File: config.mk
export PLATFORM = sky130hd
export DESIGN_NAME = press_detect
export DESIGN_NICKNAME = d
export VERILOG_FILES = /design/src/rtl/combo_sequence_checker_pkg.sv /design/src/rtl/combo_sequence_checker_press_detect.sv
export SDC_FILE = /design/constraint.sdc
export NUM_CORES = 1
export LEC_CHECK = 0
export CAP_MARGIN = 20
export CORE_AREA = 2 2 39 41
export CTS_CLUSTER_SIZE = 28
export DETAILED_ROUTE_END_ITERATION = 8
export DIE_AREA = 0 0 41 43
export GPL_TIMING_DRIVEN = 0
export PLACE_DENSITY_LB_ADDON = 0.2
export RECOVER_POWER = 100
export SETUP_SLACK_MARGIN = 0.4
export SLEW_MARGIN = 15
export SYNTH_ARGS = -nofsm -noshare
export SYNTH_HDL_FRONTEND = slang
export SYNTH_SLANG_ARGS = --single-unit
File: constraint.sdc
create_clock -name clk_i -period 0.95 [get_ports clk_i]
set_input_delay 0.19 -clock clk_i [delete_from_list [all_inputs] [get_ports clk_i]]
set_output_delay 0.19 -clock clk_i [all_outputs]
set_load 0.03 [all_outputs]
File: src/rtl/combo_sequence_checker_pkg.sv
// Shared types and helpers for the combination-lock sequence checker.
package combo_pkg;

  localparam int CODE_W      = 3;
  localparam logic [CODE_W-1:0] CODE_NONE = 3'b000;
  // Widest packed combination supported (7 digits of 3 bits).
  localparam int COMBO_MAX_W = 21;

  typedef enum logic [1:0] {
    ST_ENTRY   = 2'd0,
    ST_OPEN    = 2'd1,
    ST_LOCKOUT = 2'd2
  } state_e;

  // Returns digit number idx of the packed combination; digit 0 sits in the top bits.
  function automatic logic [CODE_W-1:0] combo_digit(
    input logic [COMBO_MAX_W-1:0] combo,
    input int unsigned            digits,
    input logic [CODE_W-1:0]      idx
  );
    logic [COMBO_MAX_W-1:0] shifted;
    int unsigned            shamt;
    if (32'(idx) < digits) begin
      shamt = 32'd3 * (digits - 32'd1 - 32'(idx));
    end else begin
      shamt = 32'd0;
    end
    shifted = combo >> shamt;
    return shifted[CODE_W-1:0];
  endfunction

endpackage

File: src/rtl/combo_sequence_checker_press_detect.sv
// Two-stage capture of the encoder code and rising-from-idle press detection.
// The first stage also brings the asynchronous code into the clock domain.
module press_detect
  import combo_pkg::*;
(
  input  logic              clk_i,
  input  logic              rst_i,
  input  logic [CODE_W-1:0] code_i,
  output logic              press_o,
  output logic [CODE_W-1:0] press_code_o
);

  logic [CODE_W-1:0] code_q;
  logic [CODE_W-1:0] code_p_q;

  // Capture the code, then keep its previous value for edge detection
  always_ff @(posedge clk_i or posedge rst_i) begin
    if (rst_i) begin
      code_q   <= CODE_NONE;
      code_p_q <= CODE_NONE;
    end else begin
      code_q   <= code_i;
      code_p_q <= code_q;
    end
  end

  // A press is only a move away from "no button"; sliding between buttons is not one.
  assign press_o      = (code_q != CODE_NONE) && (code_p_q == CODE_NONE);
  assign press_code_o = code_q;

endmodule

# --- After elaboration in Yosys (flattened, before gate mapping) ---
# Index checks and enable logic that the tools add are counted.
totals:
  register_bits: 6
  inputBits: 5
  word_cells: 5
op_classes:
  n_reduce_logical: 3
ops:
  columns: ["cell", "count"]
  rows:
  - ["logical NOT 3 bit", 1]
  - ["nonzero test 3 bit", 1]
  - ["logical AND 1 bit", 1]

# --- Logic depth before layout (Yosys ltp) ---
# Gate-level depths: netlist of the first run.
logic_depth:
  depth_word: 2
  ltp_mapped: 2

# --- Worst setup path before layout of the first run ---
# Ideal clock, no wire load.
synth_timing:
  kind: "register to output"
  start: "register code_q[1], in the netlist press_code_o[1]"
  end: "output port press_o"
  arrival_ps: 1157
  required_ps: 760
  path_slack_ps: -397
  stages_incl_launch_ff: 3
  n_path_buf: 0
  cell_sequence: "dfrtp_1 nor3_2 nor4_2"
synth_between:
  elab_chain_len: 2
synth_rtl:
  columns: ["item", "line_no", "rtl"]
  rows:
  - ["from (decl)", "combo_sequence_checker_press_detect.sv:13", "logic [CODE_W-1:0] code_q;"]
  - ["from (signal assigned)", "combo_sequence_checker_press_detect.sv:22", "code_q <= code_i;"]
  - ["nonzero test 3 bit", "combo_sequence_checker_press_detect.sv:28", "assign press_o = (code_q != CODE_NONE) && (code_p_q == CODE_NONE);"]
  - ["logical AND 1 bit", "combo_sequence_checker_press_detect.sv:28", null]
  - ["to (decl)", "combo_sequence_checker_press_detect.sv:9", "output logic press_o,"]
# No other way between the ends.

# --- Final worst setup path of the first run ---
layout_timing:
  start: "register code_q[0], in the netlist press_code_o[0]"
  end: "output port press_o"
# Same word-level chain as after synthesis.

==> results of run 1 <==
-- flip-flops by register name, summed over array words and instances (netlist names) --
register	flops
code_p_q	3
press_code_o	3
-- logic make-up after synthesis --
family                 count (synthesis)  synth area share
flip-flops                             6             0.851
AND/OR/NAND/NOR                        2             0.128
buffers and inverters                  1            0.0213
-- cells in the final DEF, fill, tap and decap left out --
cell type and count:
buf_6 5, dfrtp_1 4, dlygate4sd3_1 4, clkbuf_4 3, buf_4 2, dfrtp_2 2, nor3_4 1, nor4_4 1
inv_1 1, clkbuf_1 1
-- cell type report --
| cell class | count | area, sq um |
|---|---|---|
| Inverter | 1 | 3.75 |
| Fill cell | 152 | 1030 |
| Multi-Input combinational cell | 2 | 37.5 |
| Sequential cell | 6 | 153 |
| Tap cell | 16 | 20.0 |
| Clock buffer | 4 | 26.3 |
| Timing Repair Buffer | 11 | 111 |
-- routing by layer --
layer,share of wire,vias up,GRT usage
met5,0,-,0
met4,0,0,0.0400
met3,0.15,0,0.0628
met2,0.50,10,0.0656
met1,0.36,59,0.0559
li1,-,58,-
-- through the flow --
| stage | cell area [sq um] | power [uW] | instances | hold slack, ns | TNS, ns |
|---|---|---|---|---|---|
| 6_report | 352 | 609 | 40 | 0.290 | -0.812 |
| 4_1_cts | 338 | 621 | 39 | 0.151 | -0.795 |
| 2_1_floorplan | 189 | 311 | 9 | -0.0192 | -0.203 |
| 3_5_place_dp | 289 | 346 | 33 | 0.400 | -1.39 |
| 5_1_grt | 352 | 642 | 40 | 0.319 | -0.979 |
| 3_3_place_gp | 289 | 346 | 33 | 0.399 | -1.38 |
-- where the power goes --
group          leakage [uW]  internal, uW  total [uW]  switching (uW)
logic             0.0000690          40.4        72.2            31.8
clock network     0.0000150           159         253            94.1
registers         0.0000679           270         283            13.0
total              0.000152           470         609             139
-- path summary, 6_finish.rpt --
path,from,end,slack (ns),cells after the start
max,press_code_o[0],press_o,-0.32,3
min,rst_i,press_code_o[1],0.29,2
max reg2reg,press_code_o[2],code_p_q[2],0.20,2
min reg2reg,press_code_o[1],code_p_q[1],0.48,0
max in group asynchronous,rst_i,press_code_o[2],0.46,2
min in group clk_i,press_code_o[1],code_p_q[1],0.48,0
-- critical path: stages (launching register included) --
cell and delay [ns]:
dfrtp_2 0.42, nor3_4 0.22, nor4_4 0.05, buf_4 0.16
-- repair_timing --
action / in CTS / in global routing
buffers inserted: 2 / 1
gates resized for setup: 28 / 2
pin swaps: 2 / 1
hold buffers: 0 / 0
endpoints found under the hold margin: 0 / 0
endpoints found under the setup margin: 4 / 7
==> run summary, run 1 <==
- 3 — total clock buffers created by CTS
- 0.76 ns — required time at the endpoint of the critical path
- 315 microns — total wirelength of the detailed-routed design
- 19.6 sq um — per-instance average area after synthesis
- dfrtp_1 — cell accounting for the most synthesized area
- 0 — Yosys warnings
- 1.27 ns — final worst path period need
- 6 — Sinks on Clock Net
- 1 — router iterations before antenna repair
- 0.127 — initial core utilization
- 6 x dfrtp_1, 1 x inv_1, 1 x nor3_2, 1 x nor4_2 — synth cell count leaders
- 4 — number of distinct library cells after synthesis
- clkbuf_4 — Root Buffer
- 0 — number of inserted diodes
- 0 — number of hold violations in the final report
- -0.324 ns — Worst Setup Slack, final
- 2 — critical path fanouts, max
- in2async — worst hold path class
- 6 — number of storage elements in the synthesis netlist
- 41 microns — Die X-Extent
- 1.34 — Tcrit/Tclk final
- -0.574 ns — minimum setup slack after placement
- 1730 mW/mm^2 — power density over the cells
- 1.08 ns — critical path data arrival time
- 30 — Final #Nets
- flip-flop — crit start category
- 0 — Max-Cap Viols
- 14 — FP Rows
- 0 — Residual DRC
- 0.254 — post-layout util
- 1.00 — proportion of register bits with asynchronous set or reset after synthesis
- 0 — EDFF count, synth
- 9 — number of cells produced by synthesis
- 0.00287 ns — Clock Skews
- 7.88 microns — routed wirelength normalized by instance count
- 0.24 ns — clock insertion delay at the later pin of the skew report
- 4 — Setup-failing EPs final
- 0.851 — Seq/Total Area, Yosys
- finished with violations — result of the run
- 176 sq um — Syn Std Cell Area
- reg2out — CP Class
- 0.000152 uW — leakage
- 0.218 ns — Worst Max-Slew Pin Slew
- 2 — maximum root-to-sink buffer count
- 9 — Top-Level Pins
- 14 — post-synth net total
- 0.855 — slew margin rel.
- 572 microns — first-pass GRT wire length
- 7 — largest net degree at the start of global routing
- done — clock tree from TritonCTS
- 127 — routed via count
- 1 — H-tree level count
- 0.00138 sq mm — standard cell core area
- dfrtp_1 85%, nor4_2 7.1%, nor3_2 5.7%, inv_1 2.1% — synth top area cells
- 0.630 — Final Wtd Congestion
- 0.05 ns — clock-pin slew reported for the worst setup and hold paths after clock tree synthesis
- 0.0566 — overall track demand over capacity in global routing
- setup timing — failing checks
- 753 uV — Max IR drop VDD
- 137 — number of global-route vias before repair
- 0 — overflow left after global routing
- 0 — Final Slew Violations
- dfrtp_1 — leading cell type by number of instances after synthesis
- 0.785 GHz — highest achievable clock rate
- yes — RSZ-0062 raised after global routing
- output pin — crit path capture type
- 0 — initial antenna violation count
- 0.00176 sq mm — die outline area
- 99.3% — Area growth syn-to-layout
- 3.18 — DR vias/cell
- dfrtp_1 — dominant synthesized flop cell
- 43 microns — DIE HEIGHT
- 0 — Antenna Nets Post-Route
- 0.851 — share of the synthesized area in the top cell type
- 8 — input/output buffers
- 0.583 — share of final-layout standard cells stronger than drive strength 1
- 0 — number of design-rule violations left by the first detailed-router iteration
Note: power is estimated with default switching activity, not from simulation.
==> run 2: changes to the inputs <==
- HOLD_SLACK_MARGIN: default -> 0.1
- SETUP_SLACK_MARGIN: 0.4 -> 0.02
==> run 2 against run 1 <==
Effect of this change:
- the run still ends with setup timing left
- via count is 3.9% lower
- sequential share of layout area is 2.4 points higher
- global-route usage stayed put
- hold slack hardly changed
- sequential power hardly changed
- register-to-register slack better by 0.08 ns
- utilization is 1.4 points lower
- setup slack hardly changed
==> run summary, run 2 (same netlist as run 1, synthesis figures left out) <==
- 1 — H-tree level count, unchanged
- 137 — number of global-route vias before repair, unchanged
- 2 — maximum root-to-sink buffer count, unchanged
- done — clock tree from TritonCTS
- 39 — count of non-filler cells in the finished layout, -2.5%
- 122 — routed via count, -3.9%
- 41 microns — Die X-Extent, unchanged
- 0 — number of buffers inserted for hold repair after clock tree synthesis, unchanged
- 0 — number of design-rule violations left by the first detailed-router iteration, unchanged
- clkbuf_4 — Root Buffer
- 0.229 — switching part of the total power, +0.000979
- 0.422 — clock network power share, +0.006
- 463 uW — total internal power, -1.5%
- 43 microns — DIE HEIGHT, unchanged
- 0 — number of inserted diodes, unchanged
- 3.13 — DR vias/cell, -1.5%
- 0 — Max-Cap Viols, unchanged
- 0.471 — sequential fraction of design power, +0.006
- yes — RSZ-0062 raised after global routing
- 33 — number of cells in the design after placement, unchanged
- 0.24 ns — clock insertion delay at the later pin of the skew report, about the same
- reg2out — CP Class
- 7.64 microns — routed wirelength normalized by instance count, -3.0%
- 0.76 ns — required time at the endpoint of the critical path, about the same
- 6 — Sinks on Clock Net, unchanged
- 1800 mW/mm^2 — power density over the cells, +4.2%
- 0 — initial antenna violation count, unchanged
- 7 — largest net degree at the start of global routing, unchanged
- flip-flop — crit start category
- 333 sq um — area of all placed cells without fillers, -5.3%
- 138 uW — switching component of the power, -0.93%
- in2async — worst hold path class
- 88.7% — Area growth syn-to-layout
- 1.08 ns — critical path data arrival time, about the same
- press_code_o[0] — reg-to-reg startpoint
- 1.27 ns — final worst path period need, -0.0000930 ns
- 2 — critical path fanouts, max, unchanged
- 1 — router iterations before antenna repair, unchanged
- output pin — crit path capture type
- finished with violations — result of the run
- 298 microns — total wirelength of the detailed-routed design, -5.4%
- 9 — Top-Level Pins, unchanged
- 14 — FP Rows, unchanged
- 153 — Filler Cells Inserted, +0.66%
- 0.0566 — overall track demand over capacity in global routing, unchanged
- 0.000141 uW — leakage, -7.2%
- 29 — Final #Nets, -3.3%
- 0.785 GHz — highest achievable clock rate, about the same
- 4 x dfrtp_1, 4 x dlygate4sd3_1, 3 x clkbuf_4, 3 x buf_6 — top library cells by usage in the layout, fill and taps aside
- 1 — worst reg-to-reg path cell count, -1
- 0 — Antenna Nets Post-Route, unchanged
- 0.28 ns — worst setup slack for register-to-register paths, +0.08 ns
- 0.00176 sq mm — die outline area, unchanged
- 0.217 ns — Worst Max-Slew Pin Slew, -0.000654 ns
- 0.00259 ns — Clock Skews, -0.000279 ns
- 0 — Final Slew Violations, unchanged
- 572 microns — first-pass GRT wire length, unchanged
- 0 — overflow left after global routing, unchanged
- code_p_q[0] — Reg2Reg Capture Point
- 0.522 — share of final-layout standard cells stronger than drive strength 1, -0.0616
- 4 — Setup-failing EPs final, unchanged
- 3 — total clock buffers created by CTS, unchanged
- 1.34 — Tcrit/Tclk final, about the same
- 0.630 — Final Wtd Congestion, unchanged
- 0 — Residual DRC, unchanged
- 289 sq um — Placed Area, unchanged
- 0.05 ns — clock-pin slew reported for the worst setup and hold paths after clock tree synthesis, about the same
- 0.00138 sq mm — standard cell core area, unchanged
- setup timing — failing checks
- 0.855 — slew margin rel., about the same
- 743 uV — Max IR drop VDD, -1.3%
- 8 — input/output buffers, unchanged
- -0.324 ns — Worst Setup Slack, final, +0.0000930 ns
- 0 — number of hold violations in the final report, unchanged
- 0.241 — post-layout util, -0.0136
- 0.107 — Gate power share, -0.012
- 0.127 — initial core utilization, unchanged
==> run 2: worst max path at each step <==
stage,start,end,cells past startpoint
final,press_code_o[0],press_o,3
after global routing,press_code_o[0],press_o,3
after CTS,press_code_o[2],press_o,3
after detailed placement,code_p_q[1],press_o,2
after global placement,code_p_q[1],press_o,2
after floorplan,press_code_o[1],press_o,2
==> run 2: power groups by stage <==
stage	Clock [uW]	Sequential (uW)	Combinational (uW)
after floorplan	0	298	12.9
after global placement	0	286	60.0
after detailed placement	0	286	60.5
after CTS	267	284	69.8
after global routing	279	284	69.9
final	254	283	64.1
==> run 2: layout make-up <==
| cell class | count | area [sq um] | share of cell area |
|---|---|---|---|
| multi-input combinational | 2 | 37.5 | 0.113 |
| timing repair buffer | 10 | 92.6 | 0.278 |
| inverter | 1 | 3.75 | 0.0113 |
| sequential | 6 | 153 | 0.459 |
| clock buffer | 4 | 26.3 | 0.0789 |
| tap | 16 | 20.0 | 0.0602 |
==> run 2: critical path, stage by stage, from the launching register on <==
cell and delay [ns]:
dfrtp_2 0.42, nor3_4 0.22, nor4_4 0.05, buf_4 0.16
==> run 2: per-layer routing <==
layer	track usage	vias to the layer above	wire length, microns
li1	-	56	-
met1	0.0559	56	111
met2	0.0656	10	140
met3	0.0628	0	46
met4	0.0400	0	0
met5	0	-	0
==> run 2: repair_timing <==
action | in CTS | in global routing
resized for setup | 28 | 2
buffers inserted | 2 | 1
endpoints found under the hold margin | 0 | 0
setup endpoints to repair | 4 | 4
pin swaps | 2 | 1
==> run 2: through the flow <==
stage | power, uW | TNS [ns] | hold WS, ns | setup slack (ns)
floorplan | 311 | -0.203 | -0.0192 | -0.203
CTS | 621 | -0.795 | 0.151 | -0.343
global placement | 346 | -1.38 | 0.399 | -0.572
finish | 601 | -0.711 | 0.290 | -0.324
detailed placement | 346 | -1.39 | 0.400 | -0.574
global route | 633 | -0.881 | 0.319 | -0.379
==> run 3: changes to the inputs <==
- clock period: 0.95 -> 1.5 ns (I/O delays scaled with it)
==> run 3 against run 2 <==
Effect of this change:
- the flow now finishes without violations
- non-clock buffer count decreased by 2
- die area unchanged
- sequential power decreased by 38%
- combinational power decreased by 53%
- via count decreased by 9.8%
- total power decreased by 42%
- utilization decreased by 3.1 points
- cell count decreased by 7.7%
- sequential cell count unchanged
- setup slack improved by 0.43 ns
- clock-buffer cell count decreased by 1
- clock skew decreased by 0.0012 ns
==> run summary, run 3 (same netlist as run 1, synthesis figures left out) <==
- 1 — critical path fanouts, max, -1
- done — clock tree from TritonCTS
- 33 — number of cells in the design after placement, unchanged
- 0 — Max-Cap Viols, unchanged
- output pin — crit path capture type
- press_code_o[2] — reg-to-reg startpoint
- 41 microns — Die X-Extent, unchanged
- reg2out — CP Class
- 0.210 — post-layout util, -0.0307
- 1.39 ns — final worst path period need
- finished clean — result of the run
- 2 — maximum root-to-sink buffer count, unchanged
- 8 — input/output buffers, unchanged
- 7.69 microns — routed wirelength normalized by instance count, +0.70%
- 0.301 ns — Worst Max-Slew Pin Slew, +0.0843 ns
- 0 — Residual DRC, unchanged
- 14 — FP Rows, unchanged
- 0.00176 sq mm — die outline area, unchanged
- 0.300 — share of final-layout standard cells stronger than drive strength 1, -0.222
- 0 — number of hold violations in the final report, unchanged
- 0.00144 ns — Clock Skews, -0.00115 ns
- 1.20 ns — required time at the endpoint of the critical path, +0.44 ns
- 0 — overflow left after global routing, unchanged
- clkbuf_4 — Root Buffer
- 1.09 ns — critical path data arrival time, about the same
- 0.127 — initial core utilization, unchanged
- 0 — Setup-failing EPs final, -4
- 0 — number of inserted diodes, unchanged
- flip-flop — crit start category
- 0.649 — Final Wtd Congestion, +3.0%
- 476 microns — first-pass GRT wire length, -17%
- 110 — routed via count, -9.8%
- 114 — number of global-route vias before repair, -17%
- 277 sq um — Placed Area, -4.3%
- 277 microns — total wirelength of the detailed-routed design, -7.0%
- 27 — Final #Nets, -6.9%
- 0 — number of design-rule violations left by the first detailed-router iteration, unchanged
- 43 microns — DIE HEIGHT, unchanged
- 64.5% — Area growth syn-to-layout
- 9 — Top-Level Pins, unchanged
- in2async — worst hold path class
- 152 — Filler Cells Inserted, -0.65%
- 0 — initial antenna violation count, unchanged
- 0.000129 uW — leakage, -8.3%
- 0.0485 — overall track demand over capacity in global routing, -0.00809
- 1 — router iterations before antenna repair, unchanged
- 36 — count of non-filler cells in the finished layout, -7.7%
- 6 — Sinks on Clock Net, unchanged
- 0.04 ns — clock-pin slew reported for the worst setup and hold paths after clock tree synthesis, about the same
- code_p_q[1] — launch point of the critical path
- 1210 mW/mm^2 — power density over the cells, -33%
- 6 x dfrtp_1, 4 x dlygate4sd3_1, 3 x clkbuf_4, 3 x dlygate4sd2_1 — top library cells by usage in the layout, fill and taps aside
- 7 — largest net degree at the start of global routing, unchanged
- no — RSZ-0062 raised after global routing
- 0.24 ns — clock insertion delay at the later pin of the skew report, about the same
- 0 — Post-CTS Setup Repair Bufs, -2
- 350 uW — Tot Pwr, -42%
- dfrtp_1 — most frequent standard cell in the layout excluding fill and tap cells
- -0.111 ns — minimum setup slack after placement, +0.463 ns
- 1 — H-tree level count, unchanged
- 0.109 ns — Worst Setup Slack, final, +0.433 ns
- 433 uV — Max IR drop VDD, -42%
- 290 sq um — area of all placed cells without fillers, -13%
- 0 — Final Slew Violations, unchanged
- 0.719 GHz — highest achievable clock rate
- 3 — total clock buffers created by CTS, unchanged
- 0.928 — Tcrit/Tclk final
- 0 — Antenna Nets Post-Route, unchanged
- 3.06 — DR vias/cell, -2.3%
- 0.00138 sq mm — standard cell core area, unchanged
- 0.800 — slew margin rel., -0.0552
==> run 3: worst paths after layout <==
kind	end	slack (ns)	cells past startpoint
setup reg to reg	code_p_q[2]	0.97	0
hold / removal	code_p_q[1]	0.41	2
setup / recovery	press_o	0.11	2
max in group asynchronous	press_code_o[1]	0.91	2
min in group clk_i	code_p_q[0]	0.41	0
hold reg to reg	code_p_q[0]	0.41	0
==> run 3: routing by layer <==
metal | global-route usage | wire length [microns]
met1 | 0.0461 | 98
met2 | 0.0500 | 125
met4 | 0.0200 | 0
met3 | 0.0785 | 54
met5 | 0 | 0
==> run 3: final cells by class <==
class / count / area [sq um] / share of cell area
flip-flops and latches: 6 / 150 / 0.517
inverters: 1 / 3.75 / 0.0129
clock buffers: 3 / 22.5 / 0.0776
repair buffers: 8 / 71.3 / 0.246
multi-input cells: 2 / 22.5 / 0.0776
well taps: 16 / 20.0 / 0.0690
==> run 3: stage by stage <==
stage	setup TNS [ns]	hold WS, ns
after global placement	-0.104	0.415
after CTS	0	0.269
after detailed placement	-0.111	0.410
final	0	0.406
after global routing	0	0.430
after floorplan	0	0.0910
==> run 3: power by group <==
part	switching [uW]	internal (uW)
Clock	53.4	90.1
Sequential	5.39	171
Combinational	17.0	13.1
==> run 3: critical path, stage by stage, from the launching register on <==
cell	delay, ns
dfrtp_1	0.36
nor4_2	0.25
clkbuf_2	0.24
==> run 3: repair_timing <==
action                                  CTS  global route
endpoints found under the setup margin    4             0
gates resized for setup                   9             0
hold buffers                              0             0
